### src/rtl/multiplier_arbiter.sv
// multiplier_arbiter
//   Shares one multi-cycle multiplier between N_REQ requesters. Each job is
//   taken over a per-requester valid/ready handshake and issued to the
//   multiplier. The arbiter then waits for the result and returns it over a
//   per-requester response handshake.
//
// Build option:
//   MULTIPLIER_ARB_FIXED_PRIO_EN - when defined, the lowest-index active
//   requester always wins and the round-robin pointer is removed. When
//   undefined (default), the search starts at rr_ptr and wraps.
//
// Ports:
//   clk, rst          clock (posedge); asynchronous active-low reset
//   req_vld/req_rdy   per-requester job handshake (req_rdy one-hot or zero)
//   req_a/req_b       packed operands, requester i at [i*WIDTH +: WIDTH]
//   rsp_vld/rsp_rdy   per-requester result handshake (rsp_vld one-hot or zero)
//   rsp_res           product for the requester shown on rsp_vld, else 0
//   busy              high whenever a job is in flight
//   mul_a/mul_b/mul_vld  operands and start strobe to the multiplier
//   mul_res/mul_rdy      product and idle/done flag from the multiplier
module multiplier_arbiter #(
  parameter int N_REQ = 4,
  parameter int WIDTH = 8
) (
  input  logic                     clk,
  input  logic                     rst,
  input  logic [N_REQ-1:0]         req_vld,
  output logic [N_REQ-1:0]         req_rdy,
  input  logic [N_REQ*WIDTH-1:0]   req_a,
  input  logic [N_REQ*WIDTH-1:0]   req_b,
  output logic [N_REQ-1:0]         rsp_vld,
  input  logic [N_REQ-1:0]         rsp_rdy,
  output logic [2*WIDTH-1:0]       rsp_res,
  output logic                     busy,
  output logic [WIDTH-1:0]         mul_a,
  output logic [WIDTH-1:0]         mul_b,
  output logic                     mul_vld,
  input  logic [2*WIDTH-1:0]       mul_res,
  input  logic                     mul_rdy
);

  localparam int ID_W = (N_REQ > 1) ? $clog2(N_REQ) : 1;

  typedef enum logic [2:0] {
    IDLE      = 3'd0,
    ISSUE     = 3'd1,
    WAIT_BUSY = 3'd2,
    WAIT_DONE = 3'd3,
    RESP      = 3'd4
  } state_t;

  state_t             state_reg, state_next;
  logic [ID_W-1:0]    id_reg, id_next;
  logic [WIDTH-1:0]   a_reg, a_next;
  logic [WIDTH-1:0]   b_reg, b_next;
  logic [2*WIDTH-1:0] res_reg, res_next;

  logic [ID_W-1:0]    win;
  logic               win_found;

`ifndef MULTIPLIER_ARB_FIXED_PRIO_EN
  logic [ID_W-1:0]    rr_ptr_reg, rr_ptr_next;
`endif

  // Winner selection
  always_comb begin
    win       = '0;
    win_found = 1'b0;
`ifdef MULTIPLIER_ARB_FIXED_PRIO_EN
    // Descending scan: the last hit, i.e. the lowest index, is kept.
    for (int k = N_REQ - 1; k >= 0; k--) begin
      if (req_vld[k]) begin
        win       = ID_W'(k);
        win_found = 1'b1;
      end
    end
`else
    // Start at rr_ptr and wrap past N_REQ-1 back to 0; first hit wins.
    for (int k = 0; k < N_REQ; k++) begin
      if (!win_found && req_vld[(int'(rr_ptr_reg) + k) % N_REQ]) begin
        win       = ID_W'((int'(rr_ptr_reg) + k) % N_REQ);
        win_found = 1'b1;
      end
    end
`endif
  end

  // Next-state logic
  always_comb begin
    state_next  = state_reg;
    id_next     = id_reg;
    a_next      = a_reg;
    b_next      = b_reg;
    res_next    = res_reg;
`ifndef MULTIPLIER_ARB_FIXED_PRIO_EN
    rr_ptr_next = rr_ptr_reg;
`endif
    case (state_reg)
      IDLE: begin
        if (win_found && mul_rdy) begin
          id_next    = win;
          a_next     = req_a[win*WIDTH +: WIDTH];
          b_next     = req_b[win*WIDTH +: WIDTH];
          state_next = ISSUE;
        end
      end
      ISSUE:     state_next = WAIT_BUSY;
      // The multiplier must first show it has taken the job before
      // mul_rdy can be trusted as "done".
      WAIT_BUSY: if (!mul_rdy) state_next = WAIT_DONE;
      WAIT_DONE: begin
        if (mul_rdy) begin
          res_next   = mul_res;
          state_next = RESP;
        end
      end
      RESP: begin
        if (rsp_rdy[id_reg]) begin
          state_next  = IDLE;
`ifndef MULTIPLIER_ARB_FIXED_PRIO_EN
          rr_ptr_next = (id_reg == ID_W'(N_REQ - 1)) ? '0 : id_reg + ID_W'(1);
`endif
        end
      end
      default:   state_next = IDLE;
    endcase
  end

  always_ff @(posedge clk or negedge rst) begin
    if (!rst) begin
      state_reg  <= IDLE;
      id_reg     <= '0;
      a_reg      <= '0;
      b_reg      <= '0;
      res_reg    <= '0;
`ifndef MULTIPLIER_ARB_FIXED_PRIO_EN
      rr_ptr_reg <= '0;
`endif
    end else begin
      state_reg  <= state_next;
      id_reg     <= id_next;
      a_reg      <= a_next;
      b_reg      <= b_next;
      res_reg    <= res_next;
`ifndef MULTIPLIER_ARB_FIXED_PRIO_EN
      rr_ptr_reg <= rr_ptr_next;
`endif
    end
  end

  // Outputs decode from the state register only, so an asynchronous reset
  // clears them immediately.
  genvar gi;
  generate
    for (gi = 0; gi < N_REQ; gi++) begin : g_dec
      assign req_rdy[gi] = (state_reg == ISSUE) && (id_reg == ID_W'(gi));
      assign rsp_vld[gi] = (state_reg == RESP)  && (id_reg == ID_W'(gi));
    end
  endgenerate

  logic mul_hold;
  assign mul_hold = (state_reg == ISSUE) || (state_reg == WAIT_BUSY) ||
                    (state_reg == WAIT_DONE);

  assign mul_vld = (state_reg == ISSUE);
  assign mul_a   = mul_hold ? a_reg : '0;
  assign mul_b   = mul_hold ? b_reg : '0;
  assign rsp_res = (state_reg == RESP) ? res_reg : '0;
  assign busy    = (state_reg != IDLE);

endmodule

### config.mk
export PLATFORM = sky130hd
export DESIGN_NAME = multiplier_arbiter
export DESIGN_NICKNAME = d
export VERILOG_FILES = /design/src/rtl/multiplier_arbiter.sv
export SDC_FILE = /design/constraint.sdc
export NUM_CORES = 1
export LEC_CHECK = 0
export CORE_MARGIN = 1.5
export CORE_UTILIZATION = 40
export DETAILED_ROUTE_END_ITERATION = 8
export PLACE_DENSITY = 0.81
export SLEW_MARGIN = 40
export SYNTH_ARGS = -nofsm -noshare
export SYNTH_HDL_FRONTEND = slang
export SYNTH_SLANG_ARGS = --single-unit
### constraint.sdc
create_clock -name clk -period 2.61 [get_ports clk]
set_clock_uncertainty 0.1 [all_clocks]
set_input_delay 0.3915 -clock clk [delete_from_list [all_inputs] [get_ports clk]]
set_output_delay 0.3915 -clock clk [all_outputs]
set_load 0.1 [all_outputs]
* Word level (Yosys, flattened, before mapping) *
Index checks and enable logic that the tools add are counted.

cells by class
  $add $sub $neg = 4
  order comparisons = 5
  equality and inequality tests = 11
  shift-type cells = 2
  muxes and demuxes = 30
  bitwise logic cells = 3
  reductions and logical operators = 27

operators by type and width
  operator                                                                      number
  32-bit by 6-bit variable part select with 8-bit output                        2
  16-bit two-way mux                                                            1
  8-bit two-way mux                                                             2
  3-bit one-hot mux with 5 select lines                                         1
  1-bit logical AND                                                             12
  3-bit by 4-bit less-than comparator with 1-bit output, second input constant  3
  1-bit two-way mux                                                             12
  3-bit two-way mux                                                             4
  1-bit binary-select mux with 2-bit select                                     5
  2-bit two-way mux                                                             5
  2-bit inequality test, second input constant                                  4
  3-bit by 2-bit == test with 1-bit output, second input constant               2
  2-bit by 3-bit less-than comparator with 1-bit output, second input constant  2
  2-bit AND reduction                                                           3
  2-bit OR reduction                                                            3
  2-bit by 1-bit adder with 2-bit output, second input constant                 2
  2-bit adder, second input constant                                            2
  2-bit == test, second input constant                                          2
  4-bit AND reduction                                                           1
  1-bit bitwise AND, first input constant                                       3
  3-bit by 1-bit == test with 1-bit output, second input constant               1
  3-bit == test, second input constant                                          1
  1-bit zero test                                                               3
  3-bit zero test                                                               1
  4 further kinds                                                               5

storage, ports and cells
  flip-flop bits (word level) = 39
  input bits = 91
  output and inout bits = 42
  word-level logic and storage cells = 88

* Longest topological paths before layout *
Gate-level depths: netlist of the first run.

  depth after elaboration = 17
  depth in mapped cells = 8
  gate-level depth less buffers = 5

* Worst setup path before layout of the first run *
Ideal clock, no wire load.

  path kind = reg-to-output
  start point = register state_reg[1]
  end point = output port req_rdy[0]
  arrival time = 3.857 ns
  required time = 2.118 ns
  path slack = -1.739 ns
  cell stages (with the launch flop) = 4
  buffers on the path = 1
  path through = dfrtp_1 clkbuf_1 nor3b_1 and2_1

on the way
  word-level cells in the longest chain between the ends = 2

RTL lines
  element                                   RTL line  RTL
  from (decl)                               52        state_t state_reg, state_next;
  from (signal assigned)                    140       state_reg <= state_next;
  3-bit by 1-bit == test with 1-bit output  --
  via mul_vld                               37        output logic mul_vld,
  1-bit logical AND                         156       assign req_rdy[gi] = (state_reg == ISSUE) && (id_reg == ID_W'(gi));
  to (decl)                                 28        output logic [N_REQ-1:0] req_rdy,

The timed path passes the listed nets, and every way through them passes these cells.

* Worst setup path in the final report of the first run *
  start point = input port req_vld[2]
  end point = register a_reg[6]

on the way
  word-level cells in the longest chain between the ends = 14

RTL lines
  element                                                                                             RTL line  RTL
  from (decl)                                                                                         27        input logic [N_REQ-1:0] req_vld,
  parallel branches: the longest is 14 deep, another holds 1-bit binary-select mux with 2-bit select  --
  to (signal assigned)                                                                                142       a_reg <= a_next;
  to (decl)                                                                                           54        logic [WIDTH-1:0] a_reg, a_next;

Parallel ways; which one is timed is not known. The select of a mux whose other input is x is not followed.
A chain may end at the register's enable or synchronous reset.

==> report_table.html, run 1 <==
<table>
<tr><th>Metric</th><th>Value</th></tr>
<tr><th colspan="2">Global route</th></tr>
<tr><td>Remaining global-route overflow</td><td>0</td></tr>
<tr><td>Overall global routing resource usage</td><td>23.8%</td></tr>
<tr><td>Layer with the highest usage after global routing</td><td>met2</td></tr>
<tr><td>Met3 track demand over resource in global routing</td><td>4.57%</td></tr>
<tr><td>Largest net degree at the start of global routing</td><td>40</td></tr>
<tr><td>Antenna violations before repair</td><td>0</td></tr>
<tr><td>Number of global-route vias before repair</td><td>between 2000 and 3000</td></tr>
<tr><td>Met2 Resource Use GR</td><td>43.2%</td></tr>
<tr><td>Global-route wire length before repair</td><td>about 13 mm</td></tr>
<tr><td>Met1 Resource Use GR</td><td>28.5%</td></tr>
<tr><th colspan="2">Final layout</th></tr>
<tr><td>Final core utilization</td><td>74.1%</td></tr>
<tr><td>Number of flip-flops in the largest register</td><td>16</td></tr>
<tr><td>Layout cell share with drive strength beyond 1</td><td>26.9%</td></tr>
<tr><td>Layout Nets</td><td>483</td></tr>
<tr><td>Total inserted antenna cells</td><td>0</td></tr>
<tr><td>Post-synthesis to final-layout area growth</td><td>75.0%</td></tr>
<tr><td>Number of cells in the finished layout apart from fillers</td><td>462</td></tr>
<tr><th colspan="2">Synth</th></tr>
<tr><td>Ys Warns</td><td>0</td></tr>
<tr><td>Count leader, synth</td><td>dfrtp_1</td></tr>
<tr><td>Mean instance size in the synthesized netlist</td><td>9.98 um2</td></tr>
<tr><td>Largest area contributor in the synthesized netlist</td><td>dfrtp_1</td></tr>
<tr><td>Post-synthesis cell count</td><td>approximately 260</td></tr>
<tr><td>Number of unique standard cell types used by synthesis</td><td>39</td></tr>
<tr><td>Predominant post-synthesis flop cell</td><td>dfrtp_1</td></tr>
<tr><td>Area of the mapped netlist</td><td>0.00256 mm2</td></tr>
<tr><td>Number of nets produced by synthesis</td><td>352</td></tr>
<tr><td>Flops &amp; latches, synth</td><td>39</td></tr>
<tr><td>Synth top area share</td><td>about two fifths</td></tr>
<tr><td>Leading cell types by count after synthesis</td><td>dfrtp_1, inv_1, and2_1, and3_1</td></tr>
<tr><td>Number of enable-type register cells in the synthesized netlist</td><td>0</td></tr>
<tr><td>Synth top area cells</td><td>dfrtp_1, mux2_2, a32oi_1</td></tr>
<tr><td>Fraction of synthesis flops using an asynchronous set or reset pin</td><td>between 90% and 100%</td></tr>
<tr><td>Post-synthesis sequential area ratio</td><td>38.0%</td></tr>
<tr><th colspan="2">CTS</th></tr>
<tr><td>Post-CTS setup repair buffer count</td><td>0</td></tr>
<tr><td>Clock Sink Count</td><td>39</td></tr>
<tr><td>Post-CTS resize count</td><td>0</td></tr>
<tr><td>CTS tree</td><td>yes</td></tr>
<tr><td>Clock transition time at the flip-flop clock pins of the worst setup and hold paths</td><td>70 ps</td></tr>
<tr><td>Skew-Pair Late Insertion Delay</td><td>290 ps</td></tr>
<tr><td>Number of hold buffers added after cts</td><td>1</td></tr>
<tr><td>Clock buffers created by TritonCTS</td><td>5</td></tr>
<tr><td>Longest Clk Path Bufs</td><td>2</td></tr>
<tr><td>Buffer cell driving the clock tree root</td><td>clkbuf_8</td></tr>
<tr><td>H-tree depth</td><td>2</td></tr>
<tr><th colspan="2">Worst setup path</th></tr>
<tr><td>Data required time of the critical path</td><td>2720 ps</td></tr>
<tr><td>Category of the critical setup timing path</td><td>in2reg</td></tr>
<tr><td>Maximum fanout along the worst path</td><td>17</td></tr>
<tr><td>Startpoint types</td><td>input port</td></tr>
<tr><td>Worst reg2reg path startpoint</td><td>state_reg[1]$_DFFE_PN0P_</td></tr>
<tr><td>Crit path capture type</td><td>register</td></tr>
<tr><td>Cell depth of the worst flop-to-flop path</td><td>5</td></tr>
<tr><td>Worst flop-to-flop path endpoint</td><td>a_reg[6]$_DFFE_PN0P_</td></tr>
<tr><td>Register-to-Register Setup Slack</td><td>~460 ps</td></tr>
<tr><td>Arrival time at the worst endpoint</td><td>about 2500 ps</td></tr>
<tr><th colspan="2">Timing</th></tr>
<tr><td>Post-layout minimum cycle time</td><td>~2400 ps</td></tr>
<tr><td>Final count of hold timing violations</td><td>0</td></tr>
<tr><td>Relative max-transition margin</td><td>55.5%</td></tr>
<tr><td>Final period utilization</td><td>between 90 and 100%</td></tr>
<tr><td>Max-slew violations</td><td>0</td></tr>
<tr><td>Worst Tran Pin Value</td><td>665 ps</td></tr>
<tr><td>RSZ-0062 raised after global routing</td><td>no</td></tr>
<tr><td>Fmax</td><td>421 MHz</td></tr>
<tr><td># setup viols final</td><td>0</td></tr>
<tr><th colspan="2">Die</th></tr>
<tr><td>Horizontal die dimension</td><td>83.1 um</td></tr>
<tr><td>Core Area</td><td>0.00606 mm2</td></tr>
<tr><td>Placement Rows</td><td>28</td></tr>
<tr><td>Die Outline Area</td><td>0.00690 mm2</td></tr>
<tr><td>Initial Utilization</td><td>42.3%</td></tr>
<tr><td>Num ports</td><td>133</td></tr>
<tr><td>Die Span Y</td><td>83.1 um</td></tr>
<tr><th colspan="2">Drt</th></tr>
<tr><td>Number of violations reported at the end of detailed-routing iteration 0</td><td>156</td></tr>
<tr><td>Pre-Repair DR Iteration Count</td><td>4</td></tr>
<tr><td>Mean routed wirelength per cell</td><td>between 15 and 20 um</td></tr>
<tr><td>Final Routed Wirelength</td><td>about 8.2 mm</td></tr>
<tr><td>Total via count after detailed routing</td><td>2651</td></tr>
<tr><td>Average via count per standard cell</td><td>5.74</td></tr>
<tr><td>Antenna Violating Nets Remaining</td><td>0</td></tr>
<tr><td>DRC violation count after routing</td><td>0</td></tr>
<tr><th colspan="2">Power</th></tr>
<tr><td>Power, Total</td><td>5.02 mW</td></tr>
<tr><td>P_sw</td><td>2.60 mW</td></tr>
<tr><td>Clock power share</td><td>7.5%</td></tr>
<tr><td>Sequential share of power</td><td>21.7%</td></tr>
<tr><td>Power density over the cells</td><td>~1100 mW/mm2</td></tr>
<tr><td>Standby leakage power</td><td>1.90 nW</td></tr>
<tr><td>Sw Ratio</td><td>about 52%</td></tr>
<tr><td>Internal Dissipation</td><td>2.42 mW</td></tr>
<tr><td>Combinational power share</td><td>70.8%</td></tr>
<tr><td>Peak ir drop on the vdd network</td><td>1.17 mV</td></tr>
<tr><th colspan="2">Place</th></tr>
<tr><td>Post-DP HPWL</td><td>roughly 6.2 mm</td></tr>
<tr><td>Count of buffers inserted at the top-level ports</td><td>132</td></tr>
<tr><td>Placer Congestion</td><td>a little under 0.9</td></tr>
<tr><td>Instance count after placement with tap cells included</td><td>455</td></tr>
<tr><th colspan="2">Worst hold path</th></tr>
<tr><td>Worst Hold End</td><td>a_reg[7]$_DFFE_PN0P_</td></tr>
<tr><td>Min-Delay Startpoint</td><td>a_reg[7]$_DFFE_PN0P_</td></tr>
<tr><td>Worst hold path class</td><td>reg2reg</td></tr>
<tr><td>Worst Hold Depth</td><td>2</td></tr>
<tr><th colspan="2">Run status</th></tr>
<tr><td>Run status</td><td>complete, no violations</td></tr>
<tr><th colspan="2">Run</th></tr>
<tr><td>Max-cap violations</td><td>0</td></tr>
</table>
==> cell usage in the layout, fill, tap and decap left out, types with 2 or more instances in the layout <==
| cell type | synthesis | final |
|---|---|---|
| nand2b_1 | 2 | 2 |
| nand3_1 | 18 | 18 |
| clkbuf_8 | 0 | 5 |
| mux2_2 | 18 | 18 |
| inv_1 | 21 | 21 |
| a21o_1 | 2 | 2 |
| and2_1 | 20 | 16 |
| buf_12 | 0 | 43 |
| a32oi_1 | 16 | 16 |
| clkdlybuf4s50_1 | 0 | 89 |
| a31oi_1 | 17 | 17 |
| buf_4 | 3 | 14 |
| ha_1 | 4 | 4 |
| and3_1 | 20 | 20 |
| nor2_1 | 2 | 2 |
| dfrtp_1 | 39 | 39 |
| nand2_1 | 3 | 3 |
| a21oi_1 | 2 | 2 |
| and2_2 | 0 | 4 |
| o211ai_2 | 10 | 10 |
| o211ai_1 | 6 | 6 |
| nor4_1 | 16 | 16 |
==> through the flow <==
stage	setup TNS (ps)	instance area [um2]	worst slack (ps)	hold WS (ps)
floorplan	0	2580	53.7	-4.09
global placement	0	4400	120	375
detailed placement	-40.5	4410	-24.5	300
CTS	0	4490	274	395
global route	0	4490	132	405
finish	0	4490	232	393
==> power groups by stage <==
stage,Clock (mW),Combinational (mW),Sequential [mW]
finish,0.376,3.55,1.09
global route,0.411,3.69,1.13
CTS,0.383,3.56,1.09
detailed placement,0,3.56,1.09
global placement,0,3.50,1.08
floorplan,0,2.35,1.01
==> critical path: stages <==
cell	delay (ps)
clkdlybuf4s50_1	470
buf_4	130
nor2b_1	240
a311oi_4	80
buf_4	210
nor3_4	580
a31oi_1	250
o211ai_2	120
==> kinds of logic after synthesis <==
logic type	after synthesis	synth area share [%]
adder cells (fa/ha/maj)	4	1.95
AND/OR/NAND/NOR	93	23.7
multiplexers	19	8.78
flip-flops	39	38.0
AO/OA/AOI/OAI	58	19.6
buffers and inverters	44	7.95
==> cell type report <==
type | count | area, um2
inverter | 21 | 78.8
tap | 75 | 93.8
sequential | 39 | 976
multi-input combinational | 174 | 1400
clock buffer | 6 | 72.6
fill | 421 | 1570
timing repair buffer | 147 | 1870
==> layer usage <==
metal	wire length, um	part of all wire [%]
met2	4350	53
met5	0	0
met1	3280	40
met3	453	5.5
met4	147	1.8
==> how the worst max path moves through the flow <==
stage                                        start              endpoint  cells past startpoint  slack, ps
after floorplan           state_reg[1]$_DFFE_PN0P_            req_rdy[0]                      3         50
after global placement                  req_vld[2]  a_reg[6]$_DFFE_PN0P_                      8        120
after detailed placement                req_vld[2]  a_reg[6]$_DFFE_PN0P_                      8        -20
after CTS                               req_vld[2]  a_reg[6]$_DFFE_PN0P_                      8        270
after global routing                    req_vld[2]  a_reg[6]$_DFFE_PN0P_                      8        130
final                                   req_vld[2]  a_reg[6]$_DFFE_PN0P_                      8        230
Note: power is estimated with default switching activity, not from simulation.
==> run 2: changes to the inputs <==
--- a/config.mk
+++ b/config.mk
@@ -13,3 +13,4 @@
 export SYNTH_ARGS = -nofsm -noshare
 export SYNTH_HDL_FRONTEND = slang
 export SYNTH_SLANG_ARGS = --single-unit
+export TNS_END_PERCENT = 20
==> report_table.html, run 2 (same netlist as run 1, synthesis figures left out) <==
<table>
<tr><th>Metric</th><th>Value</th></tr>
<tr><th colspan="2">Final layout</th></tr>
<tr><td>Cell area after layout</td><td>0.00451 mm2 (+0.45%)</td></tr>
<tr><td>Number of filler cells placed in the layout</td><td>442 (+5.0%)</td></tr>
<tr><td>Most common library cell in the layout ignoring fill and taps</td><td>clkdlybuf4s50_1</td></tr>
<tr><td>Layout Nets</td><td>482 (-0.21%)</td></tr>
<tr><td>Number of cells in the finished layout apart from fillers</td><td>463 (+0.22%)</td></tr>
<tr><td>Layout cell share with drive strength beyond 1</td><td>26.5% (-0.33 points)</td></tr>
<tr><td>Post-synthesis to final-layout area growth</td><td>75.8%</td></tr>
<tr><td>Final core utilization</td><td>74.4% (+0.33 points)</td></tr>
<tr><td>Number of flip-flops in the largest register</td><td>16 (unchanged)</td></tr>
<tr><td>Most used cells in the layout excluding fill and tap cells</td><td>clkdlybuf4s50_1, buf_12, dfrtp_1</td></tr>
<tr><td>Total inserted antenna cells</td><td>0 (unchanged)</td></tr>
<tr><th colspan="2">Die</th></tr>
<tr><td>Placement Rows</td><td>28 (unchanged)</td></tr>
<tr><td>Die Span Y</td><td>83.1 um (unchanged)</td></tr>
<tr><td>Horizontal die dimension</td><td>83.1 um (unchanged)</td></tr>
<tr><td>Num ports</td><td>133 (unchanged)</td></tr>
<tr><td>Initial Utilization</td><td>42.3% (unchanged)</td></tr>
<tr><td>Die Outline Area</td><td>0.00690 mm2 (unchanged)</td></tr>
<tr><td>Core Area</td><td>0.00606 mm2 (unchanged)</td></tr>
<tr><th colspan="2">Timing</th></tr>
<tr><td>RSZ-0062 raised after global routing</td><td>no</td></tr>
<tr><td>Post-layout minimum cycle time</td><td>2280 ps (-102 ps)</td></tr>
<tr><td>Final period utilization</td><td>87.2% (-3.9 points)</td></tr>
<tr><td>Worst Tran Pin Value</td><td>676 ps (+11.2 ps)</td></tr>
<tr><td>Worst hold margin</td><td>398 ps (+5.41 ps)</td></tr>
<tr><td>Fmax</td><td>439 MHz (+4.5%)</td></tr>
<tr><td>Max-slew violations</td><td>0 (unchanged)</td></tr>
<tr><td>Final count of hold timing violations</td><td>0 (unchanged)</td></tr>
<tr><td>Relative max-transition margin</td><td>54.8% (-0.75 points)</td></tr>
<tr><td># setup viols final</td><td>0 (unchanged)</td></tr>
<tr><th colspan="2">Worst setup path</th></tr>
<tr><td>Startpoint types</td><td>input port</td></tr>
<tr><td>Crit path capture type</td><td>register</td></tr>
<tr><td>Arrival time at the worst endpoint</td><td>2380 ps (-100 ps)</td></tr>
<tr><td>Data required time of the critical path</td><td>2710 ps (about the same)</td></tr>
<tr><td>Register-to-Register Setup Slack</td><td>490 ps (+30 ps)</td></tr>
<tr><td>Category of the critical setup timing path</td><td>in2reg</td></tr>
<tr><td>Maximum fanout along the worst path</td><td>17 (unchanged)</td></tr>
<tr><th colspan="2">Global route</th></tr>
<tr><td>Largest net degree at the start of global routing</td><td>40 (unchanged)</td></tr>
<tr><td>Global-route wire length before repair</td><td>13.1 mm (-2.3%)</td></tr>
<tr><td>Number of global-route vias before repair</td><td>2735 (+1.5%)</td></tr>
<tr><td>Remaining global-route overflow</td><td>0 (unchanged)</td></tr>
<tr><td>Overall global routing resource usage</td><td>23.0% (-0.81 points)</td></tr>
<tr><td>Antenna violations before repair</td><td>0 (unchanged)</td></tr>
<tr><th colspan="2">Worst hold path</th></tr>
<tr><td>Worst hold path class</td><td>reg2reg</td></tr>
<tr><th colspan="2">Drt</th></tr>
<tr><td>Pre-Repair DR Iteration Count</td><td>4 (unchanged)</td></tr>
<tr><td>Antenna Violating Nets Remaining</td><td>0 (unchanged)</td></tr>
<tr><td>Number of violations reported at the end of detailed-routing iteration 0</td><td>171 (+9.6%)</td></tr>
<tr><td>Total via count after detailed routing</td><td>2661 (+0.38%)</td></tr>
<tr><td>Mean routed wirelength per cell</td><td>17.6 um (-1.4%)</td></tr>
<tr><td>Final Routed Wirelength</td><td>8.13 mm (-1.2%)</td></tr>
<tr><td>Average via count per standard cell</td><td>5.75 (+0.16%)</td></tr>
<tr><td>DRC violation count after routing</td><td>0 (unchanged)</td></tr>
<tr><th colspan="2">CTS</th></tr>
<tr><td>Clock transition time at the flip-flop clock pins of the worst setup and hold paths</td><td>70 ps (about the same)</td></tr>
<tr><td>Clock Sink Count</td><td>39 (unchanged)</td></tr>
<tr><td>Clock buffers created by TritonCTS</td><td>5 (unchanged)</td></tr>
<tr><td>Post-CTS resize count</td><td>0 (unchanged)</td></tr>
<tr><td>H-tree depth</td><td>2 (unchanged)</td></tr>
<tr><td>Longest Clk Path Bufs</td><td>2 (unchanged)</td></tr>
<tr><td>Buffer cell driving the clock tree root</td><td>clkbuf_8</td></tr>
<tr><td>Skew-Pair Late Insertion Delay</td><td>290 ps (about the same)</td></tr>
<tr><td>CTS tree</td><td>yes</td></tr>
<tr><th colspan="2">Power</th></tr>
<tr><td>Power density over the cells</td><td>1130 mW/mm2 (+1.3%)</td></tr>
<tr><td>Standby leakage power</td><td>1.91 nW (+0.28%)</td></tr>
<tr><td>Peak ir drop on the vdd network</td><td>1.15 mV (-2.0%)</td></tr>
<tr><th colspan="2">Place</th></tr>
<tr><td>Count of buffers inserted at the top-level ports</td><td>132 (unchanged)</td></tr>
<tr><td>Placer Congestion</td><td>0.865 (-2.2%)</td></tr>
<tr><td>Post-DP Area</td><td>0.00440 mm2 (-0.26%)</td></tr>
<tr><td>Instance count after placement with tap cells included</td><td>454 (-0.22%)</td></tr>
<tr><td>Post-DP HPWL</td><td>6.16 mm (-0.39%)</td></tr>
<tr><th colspan="2">Run status</th></tr>
<tr><td>Run status</td><td>complete, no violations</td></tr>
<tr><th colspan="2">Run</th></tr>
<tr><td>Max-cap violations</td><td>0 (unchanged)</td></tr>
</table>
run 2: worst paths after layout:
kind / end / from / cells past startpoint
worst max-delay path: a_reg[7]$_DFFE_PN0P_ / req_vld[2] / 7
worst min-delay path: b_reg[1]$_DFFE_PN0P_ / b_reg[1]$_DFFE_PN0P_ / 2
min in group asynchronous: res_reg[0]$_DFFE_PN0P_ / rst / 2
worst max register to register: a_reg[7]$_DFFE_PN0P_ / state_reg[1]$_DFFE_PN0P_ / 5
max in group asynchronous: b_reg[1]$_DFFE_PN0P_ / rst / 2
worst min register to register: b_reg[1]$_DFFE_PN0P_ / b_reg[1]$_DFFE_PN0P_ / 2
run 2: layout make-up:
class                      instances  area, um2  share of cell area [%]
timing repair buffer             146       1860                    41.2
multi-input combinational        174       1400                    31.0
sequential                        39        976                    21.6
clock buffer                       7       96.3                    2.14
tap                               75       93.8                    2.08
inverter                          21       78.8                    1.75
clock inverter                     1       7.51                   0.166
run 2: worst max-delay path: stages:
cell and delay, ps:
clkdlybuf4s50_1 550, nor2b_1 240, a311oi_4 70, buf_4 220
nor3_4 590, a31oi_1 210, o211ai_2 110
run 2: where the power goes:
group | switching (mW) | internal (mW) | total, mW | leakage, nW
Combinational | 2.21 | 1.35 | 3.56 | 1.38
Sequential | 0.199 | 0.892 | 1.09 | 0.480
Clock | 0.215 | 0.241 | 0.455 | 0.0505
run 2: metrics by stage:
step	power, mW	setup slack, ps	setup TNS, ps
finish	5.11	335	0
global route	5.33	247	0
CTS	5.13	349	0
detailed placement	4.66	54.2	0
global placement	4.59	112	0
floorplan	3.36	-194	-583
run 2: what timing repair did:
item / CTS / global route
endpoints found under the hold margin: 39 / 0
setup buffers: 0 / 0
hold buffers: 1 / 0
run 2: metal layers:
layer	up-vias	track usage, %	part of all wire (%)
met5	-	0	0
met4	0	6.52	2.3
met3	18	4.67	7.4
met2	137	40.5	51
met1	1272	28.5	39
li1	1234	-	-
